<file path="config.mk">
export PLATFORM = sky130hd
export DESIGN_NAME = snake_dir_stepper_flat
export DESIGN_NICKNAME = d
export VERILOG_FILES = /design/src/rtl/snake_dir_stepper_if.sv /design/src/rtl/snake_dir_stepper.sv /design/src/flat_wrapper.sv
export SDC_FILE = /design/constraint.sdc
export NUM_CORES = 1
export LEC_CHECK = 0
export CAP_MARGIN = 25
export CORE_UTILIZATION = 63
export CTS_CLUSTER_DIAMETER = 30
export CTS_CLUSTER_SIZE = 12
export DETAILED_ROUTE_END_ITERATION = 10
export HOLD_SLACK_MARGIN = 0.03
export PLACE_DENSITY_LB_ADDON = 0.1
export SLEW_MARGIN = 20
export SYNTH_ARGS = -nofsm -noshare
export SYNTH_HDL_FRONTEND = slang
export SYNTH_SLANG_ARGS = --single-unit
export TNS_END_PERCENT = 10
</file>
<file path="constraint.sdc">
create_clock -name clk -period 11.6 [get_ports clk]
set_input_delay 1.74 -clock clk [delete_from_list [all_inputs] [get_ports clk]]
set_output_delay 1.74 -clock clk [all_outputs]
set_load 0.02 [all_outputs]
</file>
<file path="src/rtl/snake_dir_stepper_if.sv">
// snake_dir_stepper_if: direction input, run control and head-state outputs of the snake stepper.
interface snake_dir_stepper_if #(
    parameter int X_W = 6,
    parameter int Y_W = 5
);
    logic           run;
    logic [1:0]     dir_in;
    logic [1:0]     cur_dir;
    logic [X_W-1:0] head_x;
    logic [Y_W-1:0] head_y;
    logic           step;
    logic [2:0]     queue_count;
    logic           queue_full;
    logic           wall_hit;
    modport master (
        output run, dir_in,
        input  cur_dir, head_x, head_y, step, queue_count, queue_full, wall_hit
    );
    modport slave (
        input  run, dir_in,
        output cur_dir, head_x, head_y, step, queue_count, queue_full, wall_hit
    );
endinterface

</file>
<file path="src/rtl/snake_dir_stepper.sv">
// snake_dir_stepper: queues accepted turns and advances the snake head one cell per game tick.
// Define SNAKE_WRAP_EN to wrap at grid edges; otherwise an edge collision latches wall_hit.
module snake_dir_stepper #(
    parameter int GRID_W      = 40,
    parameter int GRID_H      = 30,
    parameter int X_W         = 6,
    parameter int Y_W         = 5,
    parameter int TICK_DIV    = 12500000,
    parameter int QUEUE_DEPTH = 2
) (
    input  logic               clk,
    input  logic               reset,
    snake_dir_stepper_if.slave bus
);
    localparam logic [1:0] LEFT_DIR  = 2'd0;
    localparam logic [1:0] RIGHT_DIR = 2'd1;
    localparam logic [1:0] TOP_DIR   = 2'd2;
    localparam logic [1:0] DOWN_DIR  = 2'd3;
    localparam int CW = $clog2(TICK_DIV);

    logic [1:0]               s1_q, s2_q, prev_q, last_q, cur_q, nd;
    logic [X_W-1:0]           x_q, x_d;
    logic [Y_W-1:0]           y_q, y_d;
    logic [CW-1:0]            cnt_q;
    logic [2*QUEUE_DEPTH-1:0] q_q, q_d;
    logic [2:0]               count_q, count_d, widx;
    logic                     step_q, wall_q, full, push, pop, tick;

    assign full = count_q == 3'(QUEUE_DEPTH);
    // XOR of two codes is 0 for equal and 1 for opposite directions with this encoding
    assign push = (s2_q != prev_q) && !full && ((s2_q ^ last_q) > 2'd1);
    assign tick = bus.run && cnt_q == CW'(TICK_DIV - 1) && !wall_q;
    assign pop = tick && count_q != 3'd0;
    assign nd = pop ? q_q[1:0] : cur_q;
    assign widx = count_q - 3'(pop);
    assign count_d = count_q + 3'(push) - 3'(pop);

    always_comb begin
        q_d = pop ? q_q >> 2 : q_q;
        if (push) q_d[{widx, 1'b0} +: 2] = s2_q;
    end

    assign x_d = nd == LEFT_DIR  ? (x_q == '0 ? X_W'(GRID_W - 1) : x_q - X_W'(1)) :
                 nd == RIGHT_DIR ? (x_q == X_W'(GRID_W - 1) ? '0 : x_q + X_W'(1)) : x_q;
    assign y_d = nd == TOP_DIR   ? (y_q == '0 ? Y_W'(GRID_H - 1) : y_q - Y_W'(1)) :
                 nd == DOWN_DIR  ? (y_q == Y_W'(GRID_H - 1) ? '0 : y_q + Y_W'(1)) : y_q;

`ifndef SNAKE_WRAP_EN
    logic at_edge;
    assign at_edge = (nd == LEFT_DIR && x_q == '0) || (nd == RIGHT_DIR && x_q == X_W'(GRID_W - 1)) ||
                     (nd == TOP_DIR && y_q == '0) || (nd == DOWN_DIR && y_q == Y_W'(GRID_H - 1));
`endif

    always_ff @(posedge clk) begin
        if (reset) begin
            s1_q    <= TOP_DIR;
            s2_q    <= TOP_DIR;
            prev_q  <= TOP_DIR;
            last_q  <= TOP_DIR;
            cur_q   <= TOP_DIR;
            x_q     <= X_W'(GRID_W / 2);
            y_q     <= Y_W'(GRID_H / 2);
            cnt_q   <= '0;
            q_q     <= '0;
            count_q <= '0;
            step_q  <= 1'b0;
            wall_q  <= 1'b0;
        end else begin
            s1_q    <= bus.dir_in;
            s2_q    <= s1_q;
            prev_q  <= s2_q;
            q_q     <= q_d;
            count_q <= count_d;
            step_q  <= tick;
            if (push) last_q <= s2_q;
            if (bus.run) cnt_q <= cnt_q == CW'(TICK_DIV - 1) ? '0 : cnt_q + CW'(1);
            if (tick) begin
                cur_q <= nd;
`ifdef SNAKE_WRAP_EN
                x_q <= x_d;
                y_q <= y_d;
`else
                if (at_edge) begin
                    wall_q <= 1'b1;
                end else begin
                    x_q <= x_d;
                    y_q <= y_d;
                end
`endif
            end
        end
    end

    assign bus.cur_dir     = cur_q;
    assign bus.head_x      = x_q;
    assign bus.head_y      = y_q;
    assign bus.step        = step_q;
    assign bus.queue_count = count_q;
    assign bus.queue_full  = full;
    assign bus.wall_hit    = wall_q;
endmodule

</file>
<file path="src/flat_wrapper.sv">
// flat-port wrapper written by rule: the top's interface ports become plain ports
module snake_dir_stepper_flat 
#(
    parameter int GRID_W      = 40,
    parameter int GRID_H      = 30,
    parameter int X_W         = 6,
    parameter int Y_W         = 5,
    parameter int TICK_DIV    = 12500000,
    parameter int QUEUE_DEPTH = 2
)
  (clk, reset, bus_run, bus_dir_in, bus_cur_dir, bus_head_x, bus_head_y, bus_step, bus_queue_count, bus_queue_full, bus_wall_hit);
  snake_dir_stepper_if #(.X_W(X_W), .Y_W(Y_W)) bus_i ();
  input  logic clk;
  input  logic reset;
  input wire logic [$bits(bus_i.run)-1:0] bus_run;
  input wire logic [$bits(bus_i.dir_in)-1:0] bus_dir_in;
  output wire logic [$bits(bus_i.cur_dir)-1:0] bus_cur_dir;
  output wire logic [$bits(bus_i.head_x)-1:0] bus_head_x;
  output wire logic [$bits(bus_i.head_y)-1:0] bus_head_y;
  output wire logic [$bits(bus_i.step)-1:0] bus_step;
  output wire logic [$bits(bus_i.queue_count)-1:0] bus_queue_count;
  output wire logic [$bits(bus_i.queue_full)-1:0] bus_queue_full;
  output wire logic [$bits(bus_i.wall_hit)-1:0] bus_wall_hit;
  assign bus_i.run = bus_run;
  assign bus_i.dir_in = bus_dir_in;
  assign bus_cur_dir = bus_i.cur_dir;
  assign bus_head_x = bus_i.head_x;
  assign bus_head_y = bus_i.head_y;
  assign bus_step = bus_i.step;
  assign bus_queue_count = bus_i.queue_count;
  assign bus_queue_full = bus_i.queue_full;
  assign bus_wall_hit = bus_i.wall_hit;
  snake_dir_stepper #(.GRID_W(GRID_W), .GRID_H(GRID_H), .X_W(X_W), .Y_W(Y_W), .TICK_DIV(TICK_DIV), .QUEUE_DEPTH(QUEUE_DEPTH)) u_core (.clk(clk), .reset(reset), .bus(bus_i));
endmodule
</file>
Word level (Yosys, flattened, before mapping)
Cells that the tools add are included.
{"block": "op_classes", "eq_ne": 8, "mux": 13, "n_lt_le_gt_ge": 1, "bitwise_logic": 2, "n_addsub": 9, "shift": 2, "n_reduce_logical": 23}
{"operator": "$add 24x1->24 const B", "count": 1}
{"operator": "$eq 24x24->1 const B", "count": 1}
{"operator": "$mux 24", "count": 1}
{"operator": "$mux 6", "count": 4}
{"operator": "$mux 5", "count": 4}
{"operator": "$logic_and 1x1->1", "count": 9}
{"operator": "$mux 4", "count": 2}
{"operator": "$add 6x1->6 const B", "count": 1}
{"operator": "$eq 6x6->1 const B", "count": 1}
{"operator": "$logic_not 6->1", "count": 1}
{"operator": "$neg 4->6", "count": 1}
{"operator": "$reduce_and 3->1", "count": 2}
{"operator": "$shift 2x6->4 const A", "count": 1}
{"operator": "$shiftx 2x6->4", "count": 1}
{"operator": "$sub 3x1->3", "count": 2}
{"operator": "$sub 6x1->6 const B", "count": 1}
{"operator": "$add 5x1->5 const B", "count": 1}
{"operator": "$eq 5x5->1 const B", "count": 1}
{"operator": "$logic_not 5->1", "count": 1}
{"operator": "$sub 5x1->5 const B", "count": 1}
{"operator": "$bwmux 4", "count": 1}
{"operator": "$eq 2x2->1 const B", "count": 2}
{"operator": "$reduce_bool 2->1", "count": 2}
{"operator": "$add 3x1->3", "count": 1}
{"operator": "12 further kinds", "count": 15}
{"block": "totals", "out_inout_bits": 19, "inputBits": 5, "elab_cells": 70, "regBits": 54}

Longest topological paths before layout
Gate-level depths: netlist of run 1.
{"block": "depth", "ltp_word": 12, "depth_mapped": 16, "ltp_nobuf": 16}

Worst setup path before layout of run 1
No wires, ideal clock.
{"block": "synth_timing", "path_kind": "in2reg", "from": "input bus_run", "to": "register u_core.q_q[0]", "arrival_time_ns": 4.557, "slack_ns": 6.916, "cell_stages": 15, "n_path_buf": 0, "setup_time_ns": 0.128, "required_time_ns": 11.472, "cell_sequence": "nand3_1 -> nor4_1 -> nand3_1 -> inv_1 -> ha_1 -> inv_1 -> ha_1 -> inv_1 -> ha_1 -> inv_1 -> ha_1 -> or4_1 -> nor4_1 -> mux2i_1 -> nor2_1"}
{"block": "synth_between", "elab_chain_len": 8, "elab_cells_between_ends": 10, "cone_classes": "add/sub: 2; shift: 2; mux: 3; reduce/logical: 3"}
{"element": "start: declaration", "line": "flat_wrapper.sv:15", "source": "input wire logic [$bits(bus_i.run)-1:0] bus_run;"}
{"element": "$logic_and 1x1->1 * (2 in series)", "line": "snake_dir_stepper.sv:32", "source": "assign tick = bus.run && cnt_q == CW'(TICK_DIV - 1) && !wall_q;"}
{"element": "$logic_and 1x1->1 *", "line": "snake_dir_stepper.sv:33", "source": "assign pop = tick && count_q != 3'd0;"}
{"element": "$sub 3x1->3", "line": "snake_dir_stepper.sv:35", "source": "assign widx = count_q - 3'(pop);"}
{"element": "$neg 4->6", "line": "snake_dir_stepper.sv:40", "source": "if (push) q_d[{widx, 1'b0} +: 2] = s2_q;"}
{"element": "$shiftx 2x6->4 or $shift 2x6->4 (tied branches)", "line": "snake_dir_stepper.sv:40"}
{"element": "$bwmux 4", "line": "snake_dir_stepper.sv:40"}
{"element": "$mux 4 *", "line": "snake_dir_stepper.sv:40"}
{"element": "end signal: assignment", "line": "snake_dir_stepper.sv:72", "source": "q_q <= q_d;"}
{"element": "end: declaration", "line": "snake_dir_stepper.sv:25", "source": "logic [2*QUEUE_DEPTH-1:0] q_q, q_d;"}
Mark *: on every way between the ends. The rest lies on a longest branch, timed or not.
A chain may end at the register's enable or synchronous reset.

Worst setup path in the final report of run 1
Same ends and word-level chain as after synthesis.

==> results.ini, run 1 <==
[layout]
seq_area_sq_um = 1060
utilization_pct = 75.1
n_antenna_cell = 0
num-fill-cells = 347
multi_input_area_sq_um = 1840
syn_to_final_growth_pct = 11.3
nNetsFinal = 396
stdcell_area_sq_um = 3380
drive_gt1_share_pct = 8.99

[worst_setup_path]
crit_path_top_delay_cell = clkdlybuf4s50_1
worstPathArrival_ps = 5590
r2r-start = u_core.cnt_q[22]
reg2reg_depth = 15
crit_required_ps = 11800
critPathMaxFanout = 6
r2r_end = u_core.q_q[0]
rrSetupSlack_ps = 7440
setup.worst_path.start = bus_run
cp_cell_sequence = clkdlybuf4s50_1 -> nand3_1 -> nor4_1 -> nand3_1 -> inv_1 -> ha_1 -> inv_1 -> ha_1 -> inv_1 -> ha_1 -> inv_1 -> ha_1 -> or4_1 -> nor4_1 -> mux2i_1 -> nor2_1
max_stage_delay_ps = 580
startpoint_type = input pin
cp-end-kind = flop
path_class = input pin to flop

[die]
die-area_sq_um = 5100
die_h_um = 71.4
row_count = 24
core_area_sq_um = 4500
die_width_um = 71.4
io_pins = 24
start_util_pct = 67.4

[timing]
slew_headroom_pct = 50.9
finalClockSkew_ps = 3.60
rsz0062_at_grt = no
worst_pin_slew_ps = 735
min_period_ps = 5390
setup_viol = 0
tns_ps = 0
clock.fmax_mhz = 185
final-hold-violation-count = 0
slew_violations = 0
fin_crit_sh_pct = 46.5

[logic_synthesis]
ys_async_sr_fraction_pct = 0
seq_area_frac_synth_pct = 34.9
syn_area_sq_um = 3040
ys_warn_count = 0
synth_edf_count = 0
ys.flop_type = dfxtp_1
yosysTopAreaCell = dfxtp_1
synth_cells = 360
synth_top_area_share_pct = 34.9
ys_types = 58
ys_seq_elements = 53
syn_avg_cell_area_sq_um = 8.44
ys_top_cells_by_area = dfxtp_1 35%, nor2_1 6.2%, ha_1 5.4%, xor2_1 4.9%, nand2_1 4.4%
syn_nets = 379

[global_routing]
grt_pass1_vias = 2379
overflow = 0
antenna_found_initial = 0
grt_max_degree = 31
track_usage_pct = 25.7
grt_pass1_wl_um = 10600

[routing]
drc = 0
drt-initial-drc-count = 191
vias_per_cell = 5.94
avgRoutedWirePerCell_um = 14.1
vias = 2555
drt_wl_total_um = 6070
postRouteAntennaNets = 0
drt-pass1-iter-count = 5

[min_path]
min_path_type = flop to flop
hold_end = u_core.s2_q[1]
worstHoldStart = u_core.s1_q[1]
min_path_cells = 1

[clock_network]
cts_tree = built
cts_resized = 0
cts.htree.levels = 2
clockBufferDepth = 2
cts_buffers = 5
numClockSinks = 53
hold_buffers = 0
worstSkewPairLatency_ps = 310
post-cts-setup-buffers = 0
clkSlewWorstSetupHoldPaths_ps = 100
cts_root_buf = clkbuf_8

[placement]
place_congestion = 0.797
io_buffers = 23
hpwlAfterDp_um = 4400
post_dp_cell_area_sq_um = 3270

[pwr]
peakVddDrop_v = 0.0000715
power.leakage_nw = 1.27
powerDensity_nw_per_um2 = 99.5

[status]
status = complete, no violations

[run]
maxCapViolCount = 0

report_power, final:
group | internal (W) | switching (W) | total, W
registers | 0.000184 | 0.00000255 | 0.000187
clock network | 0.0000647 | 0.0000642 | 0.000129
logic | 0.00000868 | 0.0000118 | 0.0000205
cells in the final DEF (no fill, tap or decap), types with 5 or more instances in the layout:
cell / synthesis / routed
dfxtp_1: 53 / 53
nor2_1: 50 / 50
nand2_1: 36 / 36
clkdlybuf4s50_1: 0 / 23
inv_1: 17 / 17
xor2_1: 17 / 17
a21oi_1: 14 / 14
nand3_1: 13 / 13
ha_1: 13 / 13
xnor2_1: 11 / 11
nor3_1: 11 / 11
o21ai_0: 9 / 9
and3_1: 8 / 8
mux2i_1: 7 / 7
nor2b_1: 6 / 6
nand4_1: 6 / 6
a31oi_1: 6 / 6
o211ai_1: 6 / 6
nand3b_1: 6 / 6
nor4_1: 5 / 5
clkbuf_8: 0 / 5
area by class of cell:
type,count,share of cell area [%]
Timing Repair Buffer,24,7.03
Tap cell,52,1.92
Inverter,17,1.89
Clock buffer,5,2.04
Clock inverter,3,1.37
Multi-Input combinational cell,276,54.4
Sequential cell,53,31.4
critical path: cells and delay by family:
| family | cells | cell delay, ps |
|---|---|---|
| adders and majority gates | 4 | 930 |
| buffers and inverters | 5 | 870 |
| muxes | 1 | 270 |
| and+or+nand+nor | 6 | 1790 |
Yosys cell counts, types with 2 or more instances:
library cell / n
and3_1: 8
o21ai_0: 9
nor2_2: 2
nor2_1: 50
clkbuf_1: 9
nor2b_1: 6
mux2_2: 4
xnor2_1: 11
o211ai_1: 6
nor4_1: 5
xor2_1: 17
or2_2: 4
buf_6: 3
o31a_1: 3
dfxtp_1: 53
mux2i_1: 7
o41ai_1: 2
or3_1: 2
nor4_2: 2
o21a_1: 2
a21oi_1: 14
or4_1: 4
nand3_1: 13
ha_1: 13
nand3b_1: 6
nor3_1: 11
a31oi_1: 6
nand4_1: 6
nand2_1: 36
inv_1: 17
buf_1: 2
per-layer routing:
| metal | global-route usage [%] | vias to the layer above | share of wire (%) | wire, um |
|---|---|---|---|---|
| met3 | 5.20 | 9 | 4.9 | 295 |
| met1 | 33.2 | 1188 | 46 | 2800 |
| li1 | - | 1294 | - | - |
| met4 | 8.00 | 0 | 1.0 | 63 |
| met2 | 43.4 | 64 | 48 | 2910 |
| met5 | 0 | - | 0 | 0 |
registers in the layout, summed over array words and instances (netlist names):
register,flops
u_core.bus.cur_dir,2
u_core.bus.head_x,6
u_core.bus.head_y,5
u_core.bus.queue_count,3
u_core.bus.step,1
u_core.bus.wall_hit,1
u_core.cnt_q,24
u_core.last_q,1
u_core.prev_q,2
u_core.q_q,4
u_core.s1_q,2
u_core.s2_q,2
worst max-delay path by stage:
stage / depth (start not counted) / end
2_1_floorplan: 15 / u_core.q_q[0]
3_3_place_gp: 16 / u_core.q_q[0]
3_5_place_dp: 16 / u_core.q_q[0]
4_1_cts: 16 / u_core.q_q[0]
5_1_grt: 16 / u_core.q_q[0]
6_report: 16 / u_core.q_q[0]
kinds of logic after synthesis:
kind of cell | share of synthesized area [%]
AND/OR/NAND/NOR | 28.8
AO/OA/AOI/OAI | 11.8
flip-flops | 34.9
buffers and inverters | 4.57
XOR/XNOR | 8.07
multiplexers | 5.85
adder cells (fa/ha/maj) | 6.01
metrics by stage:
stage | hold slack (ps) | setup slack [ps] | std cells | power, W
after CTS | 439 | 6170 | 430 | 0.000338
final | 431 | 6210 | 430 | 0.000336
after floorplan | 389 | 6920 | 360 | 0.000205
after global routing | 457 | 5880 | 430 | 0.000348
after global placement | 394 | 6130 | 422 | 0.000211
after detailed placement | 415 | 5830 | 422 | 0.000212
(Power assumes the default switching activity.)
==> run 2, diff against run 1 <==
CORE_UTILIZATION = 58   (was 63)
clock period = 5.1 ns   (was 11.6 ns; I/O delays follow)
==> run 2 against run 1 <==
  * Clock-buffer cell count grew 1
  * Register-to-register slack lost 6400 ps
  * Setup slack lost 5400 ps
  * Sequential power grew 130%
  * Largest cell class unchanged
  * Critical endpoint is now u_core.q_q[1]
  * Routed wire length shrank 2.6%
==> results.ini, run 2 (synthesis gave the netlist of run 1 again) <==
[routing]
postRouteAntennaNets = 0  ; unchanged
wl_met1_um = 2810  ; +0.32%
drt_wl_total_um = 5920  ; -2.6%
drc = 0  ; unchanged
route.met2.wl_um = 2810  ; -3.5%
vias = 2524  ; -1.2%
drt-pass1-iter-count = 4  ; -1
avgRoutedWirePerCell_um = 13.3  ; -5.9%
route.top_layer_used = met4
dr_wl_met3_um = 231  ; -22%
drt-initial-drc-count = 150  ; -21%
vias_per_cell = 5.67  ; -4.5%

[min_path]
worstHoldStart = u_core.s1_q[1]
min_path_type = flop to flop

[timing]
slew_headroom_pct = 50.4  ; -0.44 points
worst_pin_slew_ps = 742  ; +6.63 ps
hold_slack_ps = 415  ; -16.2 ps
setup_viol = 0  ; unchanged
fin_crit_sh_pct = 84.9
finalClockSkew_ps = 9.18  ; +5.58 ps
clock.fmax_mhz = 231
min_period_ps = 4330
rsz0062_at_grt = no
tns_ps = 0  ; unchanged
final-hold-violation-count = 0  ; unchanged
slew_violations = 0  ; unchanged

[worst_setup_path]
path_class = input pin to flop
startpoint_type = input pin
crit_required_ps = 5300  ; -6500 ps
setup.worst_path.start = bus_run
r2r-start = u_core.cnt_q[6]
critPathMaxFanout = 6  ; unchanged
cp-end-kind = flop
worstPathArrival_ps = 4530  ; -1060 ps

[global_routing]
track_usage_pct = 23.0  ; -2.7 points
grt_max_degree = 31  ; unchanged
antenna_found_initial = 0  ; unchanged
grt_pass1_wl_um = 9780  ; -7.4%
grt_pass1_vias = 2212  ; -7.0%
overflow = 0  ; unchanged

[layout]
regMostFlops = u_core.cnt_q
stdcell_area_sq_um = 3370  ; -0.41%
nNetsFinal = 396  ; unchanged
layout_commonest_cell = dfxtp_1
mostFrequentLayoutCells = 53 x dfxtp_1, 50 x nor2_1, 36 x nand2_1
n_antenna_cell = 0  ; unchanged
utilization_pct = 69.0  ; -6.1 points
syn_to_final_growth_pct = 10.8
final_cells = 445  ; +3.5%
largest_reg_flops = 24  ; unchanged
drive_gt1_share_pct = 8.73  ; -0.26 points
num-fill-cells = 418  ; +20%

[placement]
dp_cells = 437  ; +3.6%
place_congestion = 0.801  ; +0.46%
post_dp_cell_area_sq_um = 3280  ; +0.57%
io_buffers = 23  ; unchanged
hpwlAfterDp_um = 4290  ; -2.5%

[clock_network]
clockBufferDepth = 2  ; unchanged
cts_root_buf = clkbuf_8
hold_buffers = 0  ; unchanged
cts_tree = built
cts_resized = 0  ; unchanged
numClockSinks = 53  ; unchanged
cts.htree.levels = 2  ; unchanged
clkSlewWorstSetupHoldPaths_ps = 90  ; about the same
cts_buffers = 5  ; unchanged
worstSkewPairLatency_ps = 310  ; about the same
post-cts-setup-buffers = 0  ; unchanged

[pwr]
powerDensity_nw_per_um2 = 207  ; +110%
peakVddDrop_v = 0.000171  ; +140%
power.leakage_nw = 1.26  ; -0.74%

[die]
row_count = 25  ; +4.2%
die-area_sq_um = 5530  ; +8.4%
core_area_sq_um = 4880  ; +8.3%
io_pins = 24  ; unchanged
die_h_um = 74.4  ; +4.1%
start_util_pct = 62.3  ; -5.2 points
die_width_um = 74.4  ; +4.1%

[status]
status = complete, no violations

[run]
maxCapViolCount = 0  ; unchanged

## run 2: cell types whose count changed in the layout (fill, tap and decap cells not counted)
| cell | previous run | this run |
|---|---|---|
| bufinv_16 | 1 | 0 |
| clkbuf_1 | 0 | 1 |
| clkinv_2 | 0 | 2 |
| clkinv_4 | 1 | 0 |
| clkinvlp_4 | 1 | 0 |
## run 2: path summary, 6_finish.rpt
| check | end | slack (ps) | cells after the start |
|---|---|---|---|
| max | u_core.q_q[1] | 770 | 16 |
| max reg2reg | u_core.q_q[1] | 1030 | 15 |
| min | u_core.s2_q[1] | 420 | 1 |
| min reg2reg | u_core.s2_q[1] | 420 | 1 |
## run 2: power breakdown
part / total (W) / internal, W / switching, W
Clock: 0.000228 / 0.0000954 / 0.000133
Sequential: 0.000425 / 0.000419 / 0.00000567
Combinational: 0.0000450 / 0.0000195 / 0.0000254
Total: 0.000698 / 0.000534 / 0.000164
## run 2: routing by layer
layer / global-route usage [%] / up-vias
li1: - / 1297
met1: 28.4 / 1160
met2: 39.7 / 58
met3: 5.96 / 9
met4: 6.29 / 0
met5: 0 / -
## run 2: worst max-delay path, cell delays in order
cell	delay, ps
clkdlybuf4s50_1	570
nand3_1	170
nor4_1	360
nand3_1	200
inv_1	110
ha_1	220
inv_1	60
ha_1	290
inv_1	70
ha_1	130
inv_1	40
ha_1	270
or4_1	520
nor4_1	430
mux2i_1	260
nor2_1	50
## run 2: final cells by class
class / count / area [sq um] / share of cell area, %
clock buffer: 6 / 72.6 / 2.16
clock inverter: 2 / 10.0 / 0.297
inverter: 17 / 63.8 / 1.90
multi-input combinational: 276 / 1840 / 54.6
sequential: 53 / 1060 / 31.5
tap: 67 / 83.8 / 2.49
timing repair buffer: 24 / 238 / 7.06
## run 2: per-stage QoR
stage                     total power, W  setup WS [ps]
final                           0.000698            772
after global routing            0.000730            529
after CTS                       0.000705            781
after detailed placement        0.000480            464
after global placement          0.000479            595
after floorplan                 0.000467           1360
==> patch 1, RTL diff (flow settings as in run 1) <==
The option `SNAKE_WRAP_EN` is turned on by a define.
--- a/src/rtl/snake_dir_stepper.sv
+++ b/src/rtl/snake_dir_stepper.sv
@@ -1,4 +1,6 @@
 // snake_dir_stepper: queues accepted turns and advances the snake head one cell per game tick.
 // Define SNAKE_WRAP_EN to wrap at grid edges; otherwise an edge collision latches wall_hit.
+`define SNAKE_WRAP_EN
+
 module snake_dir_stepper #(
     parameter int GRID_W      = 40,
Formal check against the unedited RTL: no difference found for any inputs over 10 cycles, from zero or initial values and one cycle with reset high; that may be too few to reach the edited logic, so the function may still have changed.
==> patch 1 against run 1 <==
- the run now ends with design-rule violations left
- sequential cell count is 1 lower
- setup slack improved by 0.077 ns
- power up 1.7%
- wire length up 0.46%
- area after synthesis down 1.6%
- cell area is 1.4% lower
- fmax grew 1.4%
- largest power group unchanged
- highest routed layer unchanged
==> patch 1: results (changes against run 1) <==
- Tracing the worst setup path back leads to its startpoint at bus_run.
- Result of the run: finished with violations
* Flop+latch power: 187 µW (about the same)
* R2r startpoint: u_core.cnt_q[0]
- The power density over cell area came to 103 nW/µm² (+3.2%).
- Wire length per cell after detailed routing: 14.1 µm (-0.46%)
- Transition time at the pin with the least slew margin: 0.875 ns (+0.140 ns)
- Detailed Routing Iterations Pass 1: 7 (+2)
- The largest net degree at the start of global routing is 30 (-3.2%).
- Total Nets Final: 400 (+1.0%)
- The stage delay of the slowest cell on the critical path was 0.78 ns (+0.20 ns).
- The setup skew after layout is 0.00994 ns (+0.00635 ns).
- Failing checks: design-rule violations
* PnR worst setup slack: 6.29 ns (+0.0770 ns)
* Net Count, Synth: 385 (+1.6%)
* Via count of the first global-routing pass: 2,383 (+0.17%)
* Global placement routability congestion: 0.843 (+5.8%)
- The highest ir drop seen on vdd came to 67.2 µV (-6.1%).
* Placed cell area: 3220 µm² (-1.3%)
- Routed wl met2: 2.99 mm (+2.8%)
- Sequential fraction of the synthesis area: 0.348 (-0.00114)
- The sum of met3 wire segment lengths after detailed routing was 226 µm (-23%).
- Slack of the worst reg-to-reg path: 7.75 ns (+0.31 ns)
* Number of remaining DRC errors: 4 (+4)
- Fraction of layout instances using a drive strength above 1: 0.0602 (-0.0297)
- Critical register-to-register path endpoint: u_core.q_q[1]
- The largest individual stage delay along the critical path comes from the cell or4_1.
- The number of cells traversed by the worst register-to-register path came to 16 (+1).
- Max FO, Critical Path: 8 (+2)
* Most used standard cells in the synthesized netlist: dfxtp_1 (52), nor2_1 (52), nand2_1 (29), inv_1 (23), xnor2_1 (16)
* Total routing usage reported by global routing: 0.265 (+0.00732)
- Largest cells by area after synthesis: dfxtp_1 (35%), nor2_1 (6.5%), ha_1 (5.4%)
- The data arrival time of the worst path is 5.50 ns (-0.09 ns).
- The global routing usage on met3 is 0.0456 (-0.00646).
* Post-CTS setup-driven buffer insertion count: 0 (unchanged)
- Lkg Pwr: 0.00129 µW (+1.6%)
* Largest buffer count on any clock path: 2 (unchanged)
- The share of power burned in the clock network came to 0.365 (-0.018).
- Sum of routed wire segments on met1: 2.82 mm (+0.53%)
- The wire length of the first global-routing pass is 10.8 mm (+2.0%).
- The routed via count came to 2,552 (-0.12%).
- DRT iter0 DRCs: 159 (-17%)
- Global routing met1 resource utilization: 0.348 (+0.0155)
* Post-detail-place hpwl: 4.48 mm (+1.8%)
* Met2 track utilization from global routing: 0.442 (+0.00845)
- Place WS: 5.96 ns (+0.128 ns)
- The count of input and output buffers is 22 (-4.3%).
* Distinct cell type count of the synthesized netlist: 54 (-6.9%)
- The cell-internal power came to 259 µW (+0.43%).
-- patch 1: kinds of logic (layout without fill, tap and decap cells) --
logic type | after synthesis | count (layout) | share of synthesized area
multiplexers | 11 | 11 | 0.0439
adder cells (fa/ha/maj) | 14 | 14 | 0.0611
buffers and inverters | 39 | 55 | 0.0531
AND/OR/NAND/NOR | 155 | 155 | 0.259
other | 1 | 1 | 0.00125
AO/OA/AOI/OAI | 67 | 67 | 0.154
flip-flops | 52 | 52 | 0.348
XOR/XNOR | 27 | 27 | 0.0791
-- patch 1: per-stage QoR --
step	instances	utilization	hold WS, ns
floorplan	366	-	0.389
global placement	426	0.725	0.391
detailed placement	426	0.725	0.426
CTS	434	0.750	0.449
global route	434	0.750	0.455
finish	434	0.750	0.440
-- patch 1: cell type report --
class	instances	area, µm²
sequential	52	1040
multi-input combinational	275	1790
inverter	23	86.3
fill	340	1110
clock inverter	3	42.5
timing repair buffer	24	235
clock buffer	5	68.8
tap	52	65.1
==> patch 2, RTL diff (config.mk and constraints of run 1) <==
Without the edit above. Reset style: asynchronous (`reset`), changed in one clocked block.
--- a/src/rtl/snake_dir_stepper.sv
+++ b/src/rtl/snake_dir_stepper.sv
@@ -52,5 +52,5 @@
 `endif
 
-    always_ff @(posedge clk) begin
+    always_ff @(posedge clk or posedge reset) begin
         if (reset) begin
             s1_q    <= TOP_DIR;
Check against the original RTL: differs if reset is asserted again (counterexample within 4 cycles, from zero or initial values and one cycle with reset high); with reset held inactive, the same outputs for 10 cycles.
==> patch 2 against run 1 <==
- the run now ends with design-rule violations left
- via count shrank 14%
- setup slack better by 0.44 ns
- hold slack got worse by 0.072 ns
- cell area increased by 1.8%
- area after synthesis down 0.95%
- first-iteration DRC count fell by 46%
- wire length is 9.5% lower
- sequential cell count unchanged
- register-to-register slack improved by 0.34 ns
- critical endpoint is now u_core.q_q[0]
Power is not compared: it rests on default switching activity, and its combinational part moved more than twofold at a synthesized area within 25%.
==> patch 2: results (changes against run 1) <==
* Pin count of the biggest net entering global routing: 28 (-9.7%)
- Total met3 wirelength after detailed routing: 175 µm (-41%)
* Routed wl met2: 2.78 mm (-4.6%)
- DRT iter0 DRCs: 103 (-46%)
- The worst slew slack as a fraction of its limit was 0.578 (+0.0694).
- The total wire length after detailed routing was 5.50 mm (-9.5%).
- Critical hold path startpoint: u_core.s1_q[1]
* Layout clock buffer count: 6 (+1)
- The count of multi-input combinational gates was 217 (-21%).
- The number of buffers added by the clock tree synthesis step is 5 (unchanged).
- Vias per std cell: 5.89 (-0.88%)
* Total routing usage reported by global routing: 0.246 (-0.0119)
* Maximum level of the CTS H-tree: 2 (unchanged)
- Number of buffers inserted by port buffering: 23 (unchanged)
- The flow ran to the end, but the final reports show violations.
- The number of filler cells placed in the layout came to 316 (-8.9%).
- The endpoint identified for the worst register-to-register timing path is u_core.q_q[0].
- Most used standard cells in the synthesized netlist: dfrtp_1 (42), nor2_1 (31), xor2_1 (19), nand2_1 (18), inv_1 (17)
- The number of detailed-route iterations in the first pass is 7 (+2).
- Net Count, Synth: 309 (-18%)
- Sequential fraction of the synthesis area: 0.445 (+0.0961)
* WHS: 0.360 ns (-0.0719 ns)
- Via count of the first global-routing pass: 2,138 (-10%)
* Hold path depth: 0 (-1)
* Syn_area_per_cell: 10.4 µm² (+23%)
* Sum of routed wire segments on met1: 2.49 mm (-11%)
- Non-clock buffer contribution to total cell area: 0.0749 (+0.00459)
- The global routing usage on met3 was 0.0470 (-0.00503).
* Multi-input logic portion of the cell area: 0.463 (-0.0804)
* Failing checks: design-rule violations
* Global routing met1 resource utilization: 0.336 (+0.00310)
- The worst-path maximum fanout came to 8 (+2).
* Fraction of layout instances using a drive strength above 1: 0.138 (+0.0476)
* Fraction of registers with async set/reset: 1.00 (+1.00)
- Nonclk buf count: 25 (+4.2%)
* Largest cells by area after synthesis: dfrtp_1 (35%), dfstp_2 (9.6%), xor2_1 (5.5%)
- The weighted congestion at the end of routability-driven global placement came to 0.881 (+11%).
- Final clock-cell share: 0.0349 (+0.000860)
* Met2 track utilization from global routing: 0.403 (-0.0311)
* First-pass GRT wire length: 9.71 mm (-8.1%)
- Number of enable flip-flop cells after synthesis: 0 (unchanged)
* Register cell area after layout: 1340 µm² (+26%)
- Diode count: 0 (unchanged)
- The setup skew after layout was 0.0136 ns (+0.0100 ns).
- The half-perimeter wire length after detailed placement is 4.06 mm (-7.7%).
* Hold-critical path endpoint: u_core.s2_q[1]
- The DRC violation count after routing came to 8 (+8).
- Total Nets Final: 338 (-15%)
- The setup slack on the worst flop-to-flop path was 7.78 ns (+0.34 ns).
- The initial antenna violation count came to 0 (unchanged).
- The count of sequential standard cells is 53 (unchanged).
- The number of different library cells in the post-synthesis netlist came to 53 (-8.6%).
* R2r startpoint: u_core.cnt_q[8]
## patch 2: cell types whose count changed in the layout (fill, tap and decap cells not counted), sizes merged, moves of 3 or more
cell	before	now
nand2	36	19
or4	5	1
o211ai	6	1
o31a	3	0
dfrtp	0	42
a21oi	15	8
nor2b	6	2
a31oi	6	1
nand2b	0	4
dfstp	0	11
xnor2	11	15
nor2	52	31
dfxtp	53	0
and3	10	6
## patch 2: power groups by stage
stage | clock [µW] | combinational, µW | sequential, µW
6_report | 129 | 119 | 239
5_1_grt | 139 | 133 | 242
4_1_cts | 132 | 121 | 238
3_5_place_dp | 0 | 120 | 241
3_3_place_gp | 0 | 114 | 241
2_1_floorplan | 0 | 81.9 | 242
## patch 2: cell families after synthesis
| kind of cell | share of synthesized area |
|---|---|
| buffers and inverters | 0.0249 |
| and+or+nand+nor | 0.245 |
| muxes | 0.0678 |
| xor gates and xnor gates | 0.0990 |
| AOI/OAI and AO/OA | 0.0570 |
| adders and majority gates | 0.0607 |
| DFF | 0.445 |
## patch 2: through the flow
| stage | instance area (µm²) | power, µW | util | std cells | setup WS, ns |
|---|---|---|---|---|---|
| floorplan | 3010 | 324 | - | 290 | 7.11 |
| global placement | 3300 | 355 | 0.738 | 363 | 6.56 |
| detailed placement | 3320 | 362 | 0.742 | 364 | 6.33 |
| CTS | 3440 | 491 | 0.769 | 372 | 6.66 |
| global route | 3440 | 514 | 0.769 | 372 | 6.31 |
| finish | 3440 | 487 | 0.769 | 372 | 6.65 |
## patch 2: critical path: cells and delay by family
kind,cells,cell delay [ns]
fa+ha+maj,4,0.98
compound gates,1,0.05
simple gates,6,1.61
buf+inv,4,0.75
